<file path="config.mk">
export PLATFORM = sky130hd
export DESIGN_NAME = cell_window_builder
export DESIGN_NICKNAME = d
export VERILOG_FILES = /design/src/rtl/cell_window_builder_pkg.sv /design/src/rtl/cell_window_builder_line_buffer.sv /design/src/rtl/cell_window_builder.sv
export SDC_FILE = /design/constraint.sdc
export NUM_CORES = 1
export LEC_CHECK = 0
export CAP_MARGIN = 5
export CORE_MARGIN = 10
export CORE_UTILIZATION = 40
export DETAILED_ROUTE_END_ITERATION = 16
export HOLD_SLACK_MARGIN = 0.02
export PLACE_DENSITY = 0.62
export SYNTH_ARGS = -nofsm -noshare
export SYNTH_HDL_FRONTEND = slang
export SYNTH_HIERARCHICAL = 1
export SYNTH_SLANG_ARGS = --single-unit
export TNS_END_PERCENT = 1
</file>
<file path="constraint.sdc">
create_clock -name clk -period 4.2 [get_ports clk]
set_clock_uncertainty 0.15 [all_clocks]
set_input_delay 0.42 -clock clk [delete_from_list [all_inputs] [get_ports clk]]
set_output_delay 0.42 -clock clk [all_outputs]
set_load 0.05 [all_outputs]
</file>
<file path="src/rtl/cell_window_builder_pkg.sv">
// Shared pixel and cell definitions for the cell-processing pipeline.
// A cell packs a 3x3 pixel window, with pixel k = 3*r + c in slice k.
package CellProcessingPkg;

   typedef logic [7:0] pixel_t;

   localparam int PIXEL_W   = $bits(pixel_t);
   localparam int cellDepth = 9 * PIXEL_W;

   typedef logic [cellDepth-1:0] cell_t;

   function automatic int cell_idx(input int r, input int c);
      return 3 * r + c;
   endfunction

endpackage

</file>
<file path="src/rtl/cell_window_builder_line_buffer.sv">
// Single-port line store holding one image row.
// The read is combinational, so the old entry is visible in the same cycle that it is overwritten.
module line_buffer
   import CellProcessingPkg::*;
#(
   parameter int DEPTH  = 64,
   parameter int ADDR_W = $clog2(DEPTH)
) (
   input  logic              clk,
   input  logic              we,
   input  logic [ADDR_W-1:0] addr,
   input  pixel_t            wdata,
   output pixel_t            rdata
);

   pixel_t mem [DEPTH];

   assign rdata = mem[addr];

   // Contents are deliberately not reset; output gating hides stale rows.
   always_ff @(posedge clk) begin
      if (we) begin
         mem[addr] <= wdata;
      end
   end

endmodule

</file>
<file path="src/rtl/cell_window_builder.sv">
// Turns a raster pixel stream into 3x3 windows (cells) using two line buffers.
// One cell is emitted per accepted pixel once row >= 2 and col >= 2.
module cell_window_builder
   import CellProcessingPkg::*;
#(
   parameter int IMG_WIDTH  = 64,
   parameter int IMG_HEIGHT = 64
) (
   input  logic                 clk,
   input  logic                 rst,
   input  logic                 pix_valid,
   output logic                 pix_ready,
   input  pixel_t               pix_data,
   input  logic                 pix_sof,
   output logic                 cell_valid,
   input  logic                 cell_ready,
   output logic [cellDepth-1:0] cell_data,
   output logic                 frame_done
);

   localparam int COL_W = $clog2(IMG_WIDTH);
   localparam int ROW_W = $clog2(IMG_HEIGHT);

   logic [COL_W-1:0] col_r;
   logic [ROW_W-1:0] row_r;
   logic [COL_W-1:0] cur_col_s;
   logic [ROW_W-1:0] cur_row_s;
   cell_t            win_r;
   cell_t            win_next_s;
   pixel_t           buf0_rd_s;
   pixel_t           buf1_rd_s;
   pixel_t           col_in_s [3];
   logic             accept_s;
   logic             emit_s;
   logic             last_pix_s;
   logic             line_end_s;

   assign pix_ready  = !cell_valid || cell_ready;
   assign accept_s   = pix_valid && pix_ready;
   assign cur_col_s  = pix_sof ? '0 : col_r;
   assign cur_row_s  = pix_sof ? '0 : row_r;
   assign line_end_s = (cur_col_s == COL_W'(IMG_WIDTH - 1));
   assign last_pix_s = line_end_s && (cur_row_s == ROW_W'(IMG_HEIGHT - 1));
   assign emit_s     = (cur_row_s >= ROW_W'(2)) && (cur_col_s >= COL_W'(2));

   // Buffer 0 holds row r-2 and is fed from buffer 1 (row r-1) as the row advances.
   line_buffer #(.DEPTH(IMG_WIDTH), .ADDR_W(COL_W)) u_buf0 (
      .clk   (clk),
      .we    (accept_s),
      .addr  (cur_col_s),
      .wdata (buf1_rd_s),
      .rdata (buf0_rd_s)
   );

   line_buffer #(.DEPTH(IMG_WIDTH), .ADDR_W(COL_W)) u_buf1 (
      .clk   (clk),
      .we    (accept_s),
      .addr  (cur_col_s),
      .wdata (pix_data),
      .rdata (buf1_rd_s)
   );

   assign col_in_s[0] = buf0_rd_s;
   assign col_in_s[1] = buf1_rd_s;
   assign col_in_s[2] = pix_data;

   // Window shifted left by one column with the new column entering on the right.
   always_comb begin
      win_next_s = '0;
      for (int r = 0; r < 3; r++) begin
         win_next_s[cell_idx(r, 0)*PIXEL_W +: PIXEL_W] = win_r[cell_idx(r, 1)*PIXEL_W +: PIXEL_W];
         win_next_s[cell_idx(r, 1)*PIXEL_W +: PIXEL_W] = win_r[cell_idx(r, 2)*PIXEL_W +: PIXEL_W];
         win_next_s[cell_idx(r, 2)*PIXEL_W +: PIXEL_W] = col_in_s[r];
      end
   end

   // Position counters, window registers and the output handshake.
   always_ff @(posedge clk or negedge rst) begin
      if (!rst) begin
         col_r      <= '0;
         row_r      <= '0;
         win_r      <= '0;
         cell_valid <= 1'b0;
         cell_data  <= '0;
         frame_done <= 1'b0;
      end else begin
         frame_done <= 1'b0;
         if (accept_s) begin
            win_r      <= win_next_s;
            frame_done <= last_pix_s;
            if (last_pix_s) begin
               col_r <= '0;
               row_r <= '0;
            end else if (line_end_s) begin
               col_r <= '0;
               row_r <= cur_row_s + ROW_W'(1);
            end else begin
               col_r <= cur_col_s + COL_W'(1);
               row_r <= cur_row_s;
            end
         end
         if (accept_s && emit_s) begin
            cell_valid <= 1'b1;
            cell_data  <= win_next_s;
         end else if (cell_ready) begin
            cell_valid <= 1'b0;
         end
      end
   end

endmodule

</file>
======== Word level (Yosys, flattened, before mapping) ========
Memory sizes are Yosys's and may differ from the RTL's.
Index checks and enable logic that the tools add are counted.
word-level totals
  bits in registers ....................... 158
  RAM bits ................................ 1024
  memories ................................ 2
  word-level logic and storage cells ...... 32
  output and inout port bits .............. 75
  input port bits ......................... 13
operators by class
  multiplexer cells ....................... 11
  add/sub/neg operators ................... 2
  equality and inequality tests ........... 2
  order comparisons ....................... 2
  reduce and logical (&&, ||, !) cells .... 7
memories
  name        words  bits a word  read ports  clocked after memory_dff  wr ports  RTL line                               text
  u_buf0.mem  64     8            1           0                         1         cell_window_builder_line_buffer.sv:16  pixel_t mem [DEPTH];
  u_buf1.mem  64     8            1           0                         1         cell_window_builder_line_buffer.sv:16
operators by type and width
  operator               number
  $mux W6                6
  $add A6 B1 Y6 const B  2
  $eq A6 B6 Y1 const B   2
  $ge A6 B2 Y1 const B   2
  $mux W1                5
  $logic_and A1 B1 Y1    4
  $reduce_bool A2 Y1     1
  $logic_not A1 Y1       1
  $logic_or A1 B1 Y1     1

======== Depth between registers and ports, before layout ========
Gate-level depths: netlist of run 1.
  word-level depth ........................ 5
  gate-level depth with buffers ........... 15
  mapped depth without buffers ............ 10

======== Cells and area by module ========
The synthesis of run 1 kept the hierarchy.
by module, submodules not included
  module               instances  area an instance (µm²)  cells an instance  seq. area each (µm²)
  line_buffer          2          20289.5                 1163               15374.7
  cell_window_builder  1          5700.5                  451                3353.2

======== Least setup slack after synthesis of run 1 ========
No wires, ideal clock.
  kind .................................... input to register
  start point ............................. input pix_sof
  end point ............................... register cell_data[42]
  path buffers ............................ 6
  setup slack ............................. -0.310 ns
  library setup time ...................... 0.135 ns
  stages on the path ...................... 13
  data arrival time ....................... 4.224 ns
  required time ........................... 3.915 ns
  cell sequence ........................... buf_6 clkbuf_1 nor2b_1 buf_6 buf_6 buf_2 buf_2 mux4_2 nand2_1 a21oi_1 a21oi_1 nand4_1 mux2_4
between the ends
  elaborated cells on any way between the ends .. 7
  those cells by class .................... 2 x order compare; 2 x mux; 2 x reduce/logical; 1 x memory
RTL lines
  item                  RTL line                    text
  from (decl)           cell_window_builder.sv:14   input logic pix_sof,
  $mux W6               cell_window_builder.sv:40   assign cur_col_s = pix_sof ? '0 : col_r;
  net cur_col_s[1]      cell_window_builder.sv:26   logic [COL_W-1:0] cur_col_s;
  $mem_v2 Z64 W8        n/a
  net buf1_rd_s[2]      cell_window_builder.sv:31   pixel_t buf1_rd_s;
  to (signal assigned)  cell_window_builder.sv:104  cell_data <= win_next_s;
  to (decl)             cell_window_builder.sv:17   output logic [cellDepth-1:0] cell_data,
The timed path passes the listed nets, and every way through them passes these cells.
A chain may end at the register's enable or synchronous reset.

======== Worst setup path after layout of run 1 ========
  start point ............................. register col_r[0]
  end point ............................... memory u_buf0/mem[19][1] (netlist name), data pin
between the ends
  cells in the longest elaborated chain, start to end .. 2
RTL lines
  item                    RTL line                               text
  from (decl)             cell_window_builder.sv:24              logic [COL_W-1:0] col_r;
  from (signal assigned)  cell_window_builder.sv:98              col_r <= cur_col_s + COL_W'(1);
  $mux W6                 cell_window_builder.sv:40
  net cur_col_s[0]        cell_window_builder.sv:26
  $mem_v2 Z64 W8          n/a
  net buf1_rd_s[1]        cell_window_builder.sv:31
  to (decl)               cell_window_builder_line_buffer.sv:16
The timed path passes the listed nets, and every way through them passes these cells.

==> qor.csv, run 1 <==
stage;metric;value;unit
cts;h-tree-depth;3;
power_and_ir_drop;power_frac_seq;47.0;%
die;initial_core_util;40.4;%
worst_hold_path;hp-class;in -> reg;
power_and_ir_drop;p_per_area;535;nW/um^2
timing;max_freq;255;MHz
global_routing;globalRouteOverflowTotal;0;
synth;synth-seq-cells;1158;
timing;finalCritPeriodShare;93.2;%
synth;ys_seq_area_share;73.7;%
global_routing;grt_pass1_wl;184000;um
power_and_ir_drop;p_switching;0.00811;W
critical_path;regToRegSetupSlack;290;ps
global_routing;grtUsageTotal;18.6;%
route;wl_per_cell;26.2;um
timing;max-slew-margin-rel;17.9;%
power_and_ir_drop;power.share.switching;27.7;%
synth;netlist_area;46300;um^2
synth;yosysTopAreaCell;edfxtp_1;
cts;cts_tree;yes;
cells_and_area;fin_cells;4734;
critical_path;timing.rr.end;u_buf0/mem[19][1]$_DFFE_PP_;
critical_path;critPathCaptureType;flip-flop;
cts;clk_latency;720;ps
timing;setup_viol;0;
critical_path;required;4500;ps
power_and_ir_drop;comb_power_share;18.8;%
place;io_buffers;87;
synth;synthArstFlopShare;11.6;%
die;io_pins;88;
cts;numCtsBuffers;113;
timing;final.min_clock_period;3910;ps
route;drtIter0Drc;3301;
die;die_w;360;um
cts;clk_pin_slew_worst_paths;60;ps
power_and_ir_drop;intPower;0.0212;W
cts;ctsLongestPathBuffers;3;
flow_run;drv_cap;0;
critical_path;reg2regPathDepth;10;
die;die-area;130000;um^2
run_status;status;completed;
critical_path;cp.arrival;4220;ps
worst_hold_path;holdPathStages;3;
route;final_antenna_net_count;0;
timing;holdWs;97.3;ps
route;viasPerCell;5.74;
synth;synth_area_leaders;edfxtp_1 66%, dfrtp_1 7.2%, mux4_2 4.0%;
timing;fin_ws;285;ps
timing;slew_viol_final;0;
synth;synth.distinct_cells;67;
critical_path;r2r-start;col_r[0]$_DFFE_PN0P_;
die;fp.coreArea;115000;um^2
cts;cts_root_buf;clkbuf_16;
synth;synth_flop_cell;edfxtp_1;
cells_and_area;diodes;0;
timing;worst-slew-pin-transition;1230;ps
synth;syn_inst;2777;
route;drt_wl_total;124000;um
synth;synth_top_area_share;66.4;%
cts;clkSinkCount;1158;
route;vias;27188;
critical_path;path_max_fanout;32;
cells_and_area;fillers;9525;
cells_and_area;nets;3143;
cells_and_area;multi_input_area;11200;um^2
critical_path;critPathKind;reg -> reg;
critical_path;startpoint_type;flip-flop;
power_and_ir_drop;power_frac_clock;34.2;%
synth;synth_edf_count;1024;
cells_and_area;drive_gt1_share;21.8;%
place;dp_cells;4522;
worst_hold_path;hold_start;pix_data[4];
global_routing;grt_pass1_vias;27469;
power_and_ir_drop;power;0.0293;W
timing;rsz0062_at_grt;false;
route;drc;0;
die;rows;124;
place;gp_congestion;0.901;
synth;synth_area_per_cell;16.7;um^2
timing;hold_viol;0;
cells_and_area;regArea;34100;um^2
power_and_ir_drop;p_leak;18.8;nW
worst_hold_path;holdPathEnd;win_r[68]$_DFFE_PN0P_;
route;first_pass_iters;5;
cells_and_area;area_growth;18.4;%
place;place_hpwl;82900;um
global_routing;antenna_found_initial;1;
power_and_ir_drop;peakVddDrop;0.395;mV
die;die_h;360;um
synth;synth_nets;2794;
synth;ys_warn_count;6;
place;dp_slack;-228;ps
global_routing;grt_max_degree;100;
[placed cells by master (no fill, tap or decap), types with 42 or more instances in the layout]
cell type,synthesis,routed
buf_4,8,286
buf_12,7,45
a221oi_1,42,42
mux4_2,82,82
clkdlybuf4s50_1,0,78
a21oi_1,58,58
nor2_1,167,165
a22oi_1,80,80
dfrtp_1,134,134
mux2i_1,128,128
nand2_1,244,243
nand2b_1,48,48
edfxtp_1,1024,1024
o22ai_1,44,44
mux2_4,69,69
clkbuf_16,0,114
[power groups by stage]
stage / clock network (W) / registers (W) / logic, W
6_report: 0.0100 / 0.0138 / 0.00553
3_5_place_dp: 0 / 0.0140 / 0.00555
5_1_grt: 0.0107 / 0.0138 / 0.00581
3_3_place_gp: 0 / 0.0140 / 0.00547
4_1_cts: 0.0102 / 0.0138 / 0.00557
2_1_floorplan: 0 / 0.0151 / 0.00211
[cells by family (layout without fill, tap and decap cells)]
logic type                 after synthesis  after routing  share of synthesized area (%)
and+or+nand+nor                        648            648                           6.82
adders and majority gates                4              4                          0.108
AOI/OAI and AO/OA                      463            463                           7.44
xor gates and xnor gates                 1              1                         0.0189
buffers and inverters                  197            642                           2.27
DFF                                   1158           1158                           73.7
muxes                                  306            306                           9.65
[repair_timing]
item	in CTS	in global routing
buffers inserted	0	0
endpoints found under the hold margin	97	0
endpoints found under the setup margin	0	0
resized for setup	0	0
hold buffers	1	0
[metal layers]
metal | GRT usage, % | part of all wire [%] | vias to the layer above
met2 | 31.3 | 49 | 1179
met5 | 0 | 0 | -
met1 | 24.1 | 40 | 14065
li1 | - | - | 11685
met4 | 6.94 | 3.9 | 0
met3 | 3.21 | 7.1 | 259
[final cells by class]
cell class,instances,area share [%]
clock buffer,147,5.51
clock inverter,64,1.23
inverter,12,0.0913
multi-input combinational,1422,20.4
sequential,1158,62.2
tap,1512,3.45
timing repair buffer,419,7.10
[synthesized netlist by cell type (13+ instances only)]
| master | n |
|---|---|
| nand3b_1 | 24 |
| a31oi_1 | 32 |
| nand3_1 | 22 |
| nand2_1 | 244 |
| nor2_1 | 167 |
| nand2b_1 | 48 |
| a221o_1 | 24 |
| a22oi_1 | 80 |
| mux2_2 | 13 |
| mux2_1 | 14 |
| buf_2 | 61 |
| o2bb2ai_1 | 14 |
| a21oi_1 | 58 |
| o221ai_1 | 18 |
| clkbuf_1 | 82 |
| and2_1 | 18 |
| o22a_1 | 22 |
| mux4_2 | 82 |
| o21ai_0 | 23 |
| buf_1 | 15 |
| mux2i_1 | 128 |
| dfrtp_1 | 134 |
| a22o_1 | 21 |
| a221oi_1 | 42 |
| and3_1 | 21 |
| edfxtp_1 | 1024 |
| a32oi_1 | 14 |
| mux2_4 | 69 |
| o22ai_1 | 44 |
| nor2b_1 | 24 |
| and4_1 | 13 |
[per-stage QoR]
stage	setup TNS, ps	utilization [%]	instance area, um^2
2_1_floorplan	0	-	46300
3_3_place_gp	-29480	44.6	51100
3_5_place_dp	-33430	44.6	51100
4_1_cts	0	47.8	54800
5_1_grt	0	47.8	54800
6_report	0	47.8	54800
[how the worst max path moves through the flow]
| stage | start | endpoint | slack [ps] | cells after the start |
|---|---|---|---|---|
| 3_3_place_gp | pix_sof | u_buf0/mem[23][1]$_DFFE_PP_ | -210 | 12 |
| 6_report | col_r[0]$_DFFE_PN0P_ | u_buf0/mem[19][1]$_DFFE_PP_ | 290 | 10 |
| 5_1_grt | col_r[2]$_DFFE_PN0P_ | cell_data[17]$_DFFE_PN0P_ | 220 | 10 |
| 2_1_floorplan | pix_sof | cell_data[42]$_DFFE_PN0P_ | 2 | 13 |
| 4_1_cts | col_r[0]$_DFFE_PN0P_ | u_buf0/mem[19][1]$_DFFE_PP_ | 380 | 10 |
| 3_5_place_dp | pix_sof | cell_data[22]$_DFFE_PN0P_ | -230 | 13 |
[registers in the layout, summed over array words and instances (netlist names)]
register / count
u_buf0/mem: 512
win_r: 48
cell_data: 72
row_r: 6
cell_valid: 1
col_r: 6
frame_done: 1
u_buf1/mem: 512
[critical path, stage by stage, from the launching register on]
cell      delay [ps]
dfrtp_1          380
nand2_1          160
inv_6            360
buf_12           230
mux4_2           550
nand2_1           90
a21o_1           250
o311ai_0         330
or4_2            710
buf_12           210
buf_12           170
No activity file was read; power rests on OpenSTA's default activity.
==> run 2: changes to the inputs <==
--- a/config.mk
+++ b/config.mk
@@ -11,6 +11,7 @@
 export DETAILED_ROUTE_END_ITERATION = 16
 export HOLD_SLACK_MARGIN = 0.02
 export PLACE_DENSITY = 0.62
+export REMOVE_ABC_BUFFERS = 1
 export SYNTH_ARGS = -nofsm -noshare
 export SYNTH_HDL_FRONTEND = slang
 export SYNTH_HIERARCHICAL = 1
==> run 2 against run 1 <==
Effect of this change: sequential share of layout area decreased by 0.92 points; sequential cell count unchanged; power increased by 0.33%; setup slack got worse by 160 ps; die area unchanged; clock power about the same; final area increased by 1.5%; utilization increased by 0.72 points; worst hold slack improved by 31 ps; critical endpoint is now u_buf0/mem[31][7]$_DFFE_PP_; highest routed layer unchanged.
==> qor.csv, run 2 (synthesized netlist as in run 1, its figures left out) <==
stage;metric;value;unit
run_status;status;completed;
power_and_ir_drop;power_frac_clock;33.2;%
timing;max-slew-margin-rel;14.3;%
global_routing;globalRouteOverflowTotal;0;
power_and_ir_drop;power.share.switching;27.9;%
cells_and_area;drive_gt1_share;24.4;%
timing;fin_ws;128;ps
worst_hold_path;hp-class;in -> reg;
cts;cts_root_buf;clkbuf_16;
cts;cts_tree;yes;
cells_and_area;final_common_cell;edfxtp_1;
critical_path;critPathCaptureType;flip-flop;
cells_and_area;nets;3251;
global_routing;grt_pass1_vias;27948;
power_and_ir_drop;comb_power_share;19.9;%
cts;clk_latency;680;ps
global_routing;antenna_found_initial;0;
flow_run;drv_cap;0;
power_and_ir_drop;power_frac_seq;46.9;%
die;rows;124;
cells_and_area;layout_common_cells;1024 x edfxtp_1, 384 x buf_4, 243 x nand2_1;
timing;max_freq;246;MHz
place;place_hpwl;87000;um
timing;final.min_clock_period;4070;ps
die;die_w;360;um
die;io_pins;88;
place;gp_congestion;0.948;
route;drc;0;
cts;h-tree-depth;3;
timing;setup_viol;0;
global_routing;grtUsageTotal;19.2;%
die;initial_core_util;40.4;%
cells_and_area;largestRegisters;u_buf0/mem x512, u_buf1/mem x512, cell_data x72;
die;fp.coreArea;115000;um^2
critical_path;cp.arrival;4320;ps
route;vias;27732;
timing;rsz0062_at_grt;false;
place;io_buffers;87;
power_and_ir_drop;peakVddDrop;0.428;mV
critical_path;startpoint_type;flip-flop;
global_routing;grt_pass1_wl;189000;um
timing;hold_viol;0;
cts;ctsLongestPathBuffers;3;
route;wl_per_cell;26.5;um
timing;slew_viol_final;0;
critical_path;critPathKind;reg -> reg;
route;drt_wl_total;128000;um
route;drtIter0Drc;3147;
cts;clk_pin_slew_worst_paths;60;ps
critical_path;required;4450;ps
die;die_h;360;um
power_and_ir_drop;p_leak;19.4;nW
cells_and_area;area_growth;20.2;%
cts;cts_setup_buffers;0;
critical_path;path_max_fanout;33;
timing;worst-slew-pin-transition;1280;ps
cts;numCtsBuffers;111;
cts;clkSinkCount;1158;
cells_and_area;fillers;9489;
route;final_antenna_net_count;0;
power_and_ir_drop;p_switching;0.00820;W
power_and_ir_drop;power;0.0294;W
place;dp_slack;-378;ps
global_routing;grt_max_degree;68;
route;viasPerCell;5.73;
power_and_ir_drop;p_per_area;529;nW/um^2
route;first_pass_iters;6;
timing;finalCritPeriodShare;97.0;%
die;die-area;130000;um^2
power_and_ir_drop;intPower;0.0212;W
## run 2: path summary, 6_finish.rpt
check                                      start                     endpoint  slack [ps]  cells after the start
setup / recovery            col_r[2]$_DFFE_PN0P_  u_buf0/mem[31][7]$_DFFE_PP_         130                     11
hold / removal                       pix_data[7]        win_r[71]$_DFFE_PN0P_         130                      3
setup reg to reg            col_r[2]$_DFFE_PN0P_  u_buf0/mem[31][7]$_DFFE_PP_         130                     11
hold reg to reg            win_r[56]$_DFFE_PN0P_        win_r[56]$_DFFE_PN0P_         320                      2
max in group asynchronous                    rst    cell_data[66]$_DFFE_PN0P_        2680                      3
min in group asynchronous                    rst     cell_data[0]$_DFFE_PN0P_         150                      2
## run 2: layout make-up
type                    count  area (um^2)  area share [%]
clock buffers             134         2910            5.22
multi-input cells        1422        11200            20.1
well taps                1512         1890            3.40
clock inverters            73          637            1.15
diodes                      1         2.50         0.00450
flip-flops and latches   1158        34100            61.3
inverters                  12         50.0          0.0900
repair buffers            529         4870            8.75
## run 2: power by group through the flow
stage          logic [W]  registers [W]  clock network, W
2_1_floorplan    0.00228         0.0151                 0
6_report         0.00584         0.0138           0.00977
4_1_cts          0.00585         0.0138           0.00991
3_3_place_gp     0.00576         0.0140                 0
5_1_grt          0.00609         0.0139            0.0104
3_5_place_dp     0.00583         0.0140                 0
## run 2: metal layers
metal  up-vias  track usage, %  part of all wire [%]
met4         0            8.09                   4.7
met5         -               0                     0
met3       296            3.29                   7.6
met2      1340            31.9                    48
met1     14196            24.7                    40
li1      11900               -                     -
## run 2: worst max-delay path, cell delays in order (launching register included)
cell	delay (ps)
dfrtp_1	440
nor2b_4	310
buf_4	270
buf_12	160
mux2i_1	580
nand2_1	290
a22oi_1	210
buf_4	160
o2111ai_1	90
or4b_2	730
buf_12	190
buf_12	160
## run 2: metrics by stage
stage	setup TNS (ps)	hold slack (ps)	area, um^2	utilization (%)	cells
after floorplan	-	-25.6	45300	-	2592
after global placement	-51200	310	52100	45.4	4632
after detailed placement	-56960	315	52100	45.4	4632
after CTS	0	87.5	55600	48.5	4840
after global routing	0	138	55600	48.5	4840
final	0	128	55600	48.5	4841
## run 2: what timing repair did
item	4_1_cts	5_1_grt
gates resized for setup	0	0
hold endpoints to repair	65	0
hold buffers	1	0
